### config.mk
export PLATFORM = sky130hd
export DESIGN_NAME = av_uart_tx_slave
export DESIGN_NICKNAME = d
export VERILOG_FILES = /design/src/rtl/av_uart_tx_slave.sv
export SDC_FILE = /design/constraint.sdc
export NUM_CORES = 1
export LEC_CHECK = 0
export BUFFER_PORTS_ARGS = -buffer_cell sky130_fd_sc_hd__buf_4
export CORE_MARGIN = 2
export CORE_UTILIZATION = 24
export CTS_CLUSTER_DIAMETER = 40
export DETAILED_ROUTE_END_ITERATION = 8
export PLACE_DENSITY = 0.48
export SLEW_MARGIN = 20
export SYNTH_ARGS = -nofsm -noshare
export SYNTH_HDL_FRONTEND = slang
export SYNTH_SLANG_ARGS = --single-unit
### constraint.sdc
create_clock -name clk -period 7.6 [get_ports clk]
set_input_delay 0.76 -clock clk [delete_from_list [all_inputs] [get_ports clk]]
set_output_delay 0.76 -clock clk [all_outputs]
set_load 0.1 [all_outputs]
### src/rtl/av_uart_tx_slave.sv
// Avalon-MM character sink for the soft core's putchar path: bytes written to
// DATA_ADDR queue in a small FIFO and leave on txd as 8N1 frames.
module av_uart_tx_slave #(
    parameter int          CLKS_PER_BIT = 434,
    parameter int          FIFO_DEPTH   = 4,
    parameter logic [15:0] DATA_ADDR    = 16'h0100,
    parameter logic [15:0] STATUS_ADDR  = 16'h0101
) (
    input  logic        clk,
    input  logic        reset_n,
    input  logic [15:0] av_address,
    input  logic        av_write,
    input  logic        av_read,
    input  logic [15:0] av_writedata,
    output logic [15:0] av_readdata,
    output logic        av_waitrequest,
    output logic        txd,
    output logic        tx_busy
);

    localparam int PW = (FIFO_DEPTH > 1) ? $clog2(FIFO_DEPTH) : 1;
    localparam int CW = $clog2(FIFO_DEPTH + 1);
    localparam logic [CW-1:0] FULL_CNT = CW'(FIFO_DEPTH);
    localparam logic [15:0]   BAUD_MAX = 16'(CLKS_PER_BIT - 1);

    localparam logic [1:0] IDLE  = 2'd0;
    localparam logic [1:0] START = 2'd1;
    localparam logic [1:0] DATA  = 2'd2;
    localparam logic [1:0] STOP  = 2'd3;

    logic [7:0]    mem [FIFO_DEPTH];
    logic [PW-1:0] wr_ptr;
    logic [PW-1:0] rd_ptr;
    logic [CW-1:0] count;
    logic          full;
    logic          empty;
    logic          push;
    logic          pop;

    logic [1:0]    state;
    logic [15:0]   baud_cnt;
    logic          baud_end;
    logic [2:0]    bit_idx;
    logic [7:0]    shreg;

    // the high byte of the write data carries nothing for the serializer
    logic          unused_hi;
    assign unused_hi = ^av_writedata[15:8];

    assign full  = (count == FULL_CNT);
    assign empty = (count == '0);

    // stall is driven from the registered count only, so a same-cycle pop
    // never releases it; the write lands on the following edge
    assign av_waitrequest = av_write && (av_address == DATA_ADDR) && full;
    assign push           = av_write && (av_address == DATA_ADDR) && !full;

    assign baud_end = (baud_cnt == BAUD_MAX);
    assign pop      = !empty && ((state == IDLE) || ((state == STOP) && baud_end));

    assign tx_busy  = (state != IDLE) || !empty;

    always_comb begin
        av_readdata = 16'h0000;
        if (av_read && (av_address == STATUS_ADDR))
            av_readdata = {8'(count), 5'b0, empty, full, tx_busy};
    end

    always_ff @(posedge clk) begin
        if (push)
            mem[wr_ptr] <= av_writedata[7:0];
    end

    always_ff @(posedge clk or negedge reset_n) begin
        if (!reset_n) begin
            wr_ptr <= '0;
            rd_ptr <= '0;
            count  <= '0;
        end else begin
            if (push)
                wr_ptr <= wr_ptr + PW'(1);
            if (pop)
                rd_ptr <= rd_ptr + PW'(1);
            case ({push, pop})
                2'b10:   count <= count + CW'(1);
                2'b01:   count <= count - CW'(1);
                default: count <= count;
            endcase
        end
    end

    always_ff @(posedge clk or negedge reset_n) begin
        if (!reset_n) begin
            state    <= IDLE;
            baud_cnt <= '0;
            bit_idx  <= '0;
            shreg    <= '0;
            txd      <= 1'b1;
        end else begin
            case (state)
                IDLE: begin
                    txd      <= 1'b1;
                    baud_cnt <= '0;
                    if (pop) begin
                        shreg <= mem[rd_ptr];
                        txd   <= 1'b0;
                        state <= START;
                    end
                end
                START: begin
                    if (baud_end) begin
                        baud_cnt <= '0;
                        bit_idx  <= '0;
                        txd      <= shreg[0];
                        state    <= DATA;
                    end else begin
                        baud_cnt <= baud_cnt + 16'd1;
                    end
                end
                DATA: begin
                    if (baud_end) begin
                        baud_cnt <= '0;
                        if (bit_idx == 3'd7) begin
                            txd   <= 1'b1;
                            state <= STOP;
                        end else begin
                            // txd always shows shreg[0]; shifting exposes the next bit
                            bit_idx <= bit_idx + 3'd1;
                            shreg   <= {1'b0, shreg[7:1]};
                            txd     <= shreg[1];
                        end
                    end else begin
                        baud_cnt <= baud_cnt + 16'd1;
                    end
                end
                STOP: begin
                    if (baud_end) begin
                        baud_cnt <= '0;
                        if (pop) begin
                            shreg <= mem[rd_ptr];
                            txd   <= 1'b0;
                            state <= START;
                        end else begin
                            state <= IDLE;
                        end
                    end else begin
                        baud_cnt <= baud_cnt + 16'd1;
                    end
                end
                default: begin
                    txd   <= 1'b1;
                    state <= IDLE;
                end
            endcase
        end
    end

endmodule

==> out/metrics.csv <==
stage;metric;value;unit
status;status;completed;
clock_tree;CTS Buffer Depth;2;
clock_tree;clock root cell;clkbuf_16;
layout;fin nets;361;
timing;Final Setup Violations;0;
floorplanning;# rows;43;
clock_tree;clk slew on worst S/H paths;0.06;ns
critical_path;worst path required time;7.86;ns
synthesis;Primary FF master, synth;dfrtp_1;
layout;share of layout cells above drive strength 1;26.67;%
layout;number of diodes;0;
synthesis;synth cell count leaders;dfrtp_1, nor2_1, edfxtp_1, nand2_1;
synthesis;Synthesis Warnings;0;
synthesis;Synth top area share;28.28;%
route;drt total wl;6141;um
timing;Final min period;3.124;ns
clock_tree;worst skew pair latency;0.33;ns
clock_tree;# hold bufs at CTS;0;
place;routability cong.;0.7475;
route;Avg WL per Cell;12.41;um
power_and_ir_drop;internal power;0.9272;mW
floorplanning;initial cell density of the core;24.48;%
synthesis;Mean Syn Cell Area;12.59;um^2
synthesis;Seq/Total Area, Yosys;55.56;%
clock_tree;H-tree depth;3;
floorplanning;Die Ht;123.0;um
route;Initial DRC Count;71;
route;Via density;4.178;
global_route;GRT Total Usage;9.290;%
floorplanning;Die ar.;15130;um^2
route;Post-DRT Antenna Nets;0;
power_and_ir_drop;Switching Share;33.65;%
floorplanning;I/O pins;55;
synthesis;Seq cells post-synth;69;
power_and_ir_drop;VDD IR-drop max;124.8;uV
timing;Fin Hold WS;0.3919;ns
floorplanning;chip width;123.0;um
global_route;first-pass GRT wire length;10650;um
critical_path;crit end category;flop;
synthesis;Synth area leaders;edfxtp_1, dfrtp_1, mux4_2, ha_1, nor2_1;
synthesis;ys async rst share;53.62;%
clock_tree;clock tree sinks;69;
power_and_ir_drop;Reg power frac;37.2;%
timing;Fmax achieved;320.1;MHz
route;First-pass DRT Iterations;4;
clock_tree;CTS Buf Count;9;
global_route;largest net degree at the start of global routing;38;
synthesis;Mapped Cells;270;
timing;Rel. slew slack;41.55;%
layout;Util after Layout;29.77;%
route;via count;2068;
timing;setup total negative slack;0;ns
flow_run;Max-cap violations;0;
critical_path;Worst Path Max Fanout;10;
timing;Setup Skew;0.005329;ns
synthesis;cell area after synthesis;3398;um^2
global_route;vias in the first global route;2176;
floorplanning;Core Box Area;13880;um^2
clock_tree;Resize count post-CTS;0;
timing;RSZ-0062 raised after global routing;false;
timing;final hold viol count;0;
timing;Least-Margin Pin Slew;0.8701;ns
synthesis;Synth cell types;45;
route;DRC Markers;0;
critical_path;Critical Setup Path Class;flop to flop;
clock_tree;Post-CTS Setup Bufs;0;
global_route;Overflow after GRT;0;
clock_tree;CTS tree;built;
power_and_ir_drop;P_sw;0.4703;mW
global_route;initial antenna violation count;0;
synthesis;EDFF count, synth;32;
synthesis;most common cell in the netlist;dfrtp_1;
place;dpl hpwl;4223;um
timing;crit share post-route;41.10;%
power_and_ir_drop;Comb pwr share;32.2;%
power_and_ir_drop;clock share of power;30.6;%
synthesis;area leader, netlist;edfxtp_1;
power_and_ir_drop;Leak;1.687;nW
power_and_ir_drop;Pwr per Cell Area;338.2;nW/um^2
worst_hold_path;Worst Hold Class;input pin to asynchronous set/reset pin;
critical_path;Worst setup SP type;flop;
place;# port buffers;36;
layout;P&R area growth vs syn;21.61;%
timing;Max Slew Vio Count;0;
critical_path;Worst EP arrival;3.38;ns
==> logic make-up after synthesis <==
family	synth area share (%)
flip-flops	55.56
adder cells (fa/ha/maj)	5.744
AO/OA/AOI/OAI	4.235
XOR/XNOR	5.155
buffers and inverters	4.492
other	0.1104
AND/OR/NAND/NOR	13.03
multiplexers	11.67
==> routing by layer <==
layer	part of all wire (%)	vias up	track usage (%)
li1	-	1012	-
met1	44	999	11.25
met2	50	49	15.06
met3	4.6	8	3.413
met4	1.7	0	3.622
met5	0	-	0
==> per-stage QoR <==
| stage | cell area [um^2] | std cells | worst slack (ns) | total power [mW] |
|---|---|---|---|---|
| after floorplan | 3432 | 279 | 3.944 | 0.8951 |
| after global placement | 3827 | 479 | 4.473 | 0.9755 |
| after detailed placement | 3827 | 479 | 4.479 | 0.9864 |
| after CTS | 4133 | 495 | 4.444 | 1.421 |
| after global routing | 4133 | 495 | 4.138 | 1.492 |
| final | 4133 | 495 | 4.476 | 1.398 |
==> power groups by stage <==
stage	Combinational, mW	Sequential [mW]	Clock [mW]
after global routing	0.503	0.533	0.455
after global placement	0.448	0.527	0
after floorplan	0.388	0.507	0
after CTS	0.458	0.523	0.440
after detailed placement	0.457	0.529	0
final	0.450	0.520	0.428
==> layout make-up <==
class	instances	area, um^2
Timing Repair Buffer	36	270.3
Tap cell	180	225.2
Multi-Input combinational cell	180	1391
Inverter	14	52.55
Fill cell	1418	9748
Clock buffer	9	225.2
Sequential cell	69	1888
Clock inverter	7	80.08
==> flip-flops by register name, indices dropped and copies added, names as in the netlist <==
register and cells:
baud_cnt 16, bit_idx 3, count 3, mem 32, rd_ptr 2, shreg 8
state 2, txd 1, wr_ptr 2
==> critical path, stage by stage (launching register included) <==
cell and delay, ns:
dfrtp_1 0.43, or4_1 0.58, nor4_4 0.58, a21oi_1 0.18
nor2_1 0.20, ha_1 0.22, inv_1 0.06, fa_1 0.37
xor2_1 0.15, nor2_1 0.11, xor2_1 0.15
==> cells in the final DEF, fill, tap and decap left out, drive strengths merged, types with 6 or more instances in the layout <==
cell	n
a21oi	6
buf	36
clkbuf	9
conb	10
dfrtp	36
edfxtp	32
ha	14
inv	17
mux2	16
mux4	8
nand2	17
nand3	9
nor2	34
nor3	6
o21ai	6
xnor2	8
xor2	12
==> final timing paths <==
path	startpoint	depth (start not counted)	slack, ns	endpoint
worst max-delay path	baud_cnt[2]	10	4.48	count[2]
min in group clk	shreg[4]	1	0.51	shreg[4]
max in group asynchronous	reset_n	1	6.84	txd
worst min-delay path	reset_n	1	0.39	baud_cnt[5]
worst min register to register	shreg[4]	1	0.51	shreg[4]
worst max register to register	baud_cnt[2]	10	4.48	count[2]
Power figures use the tool's default switching activity.
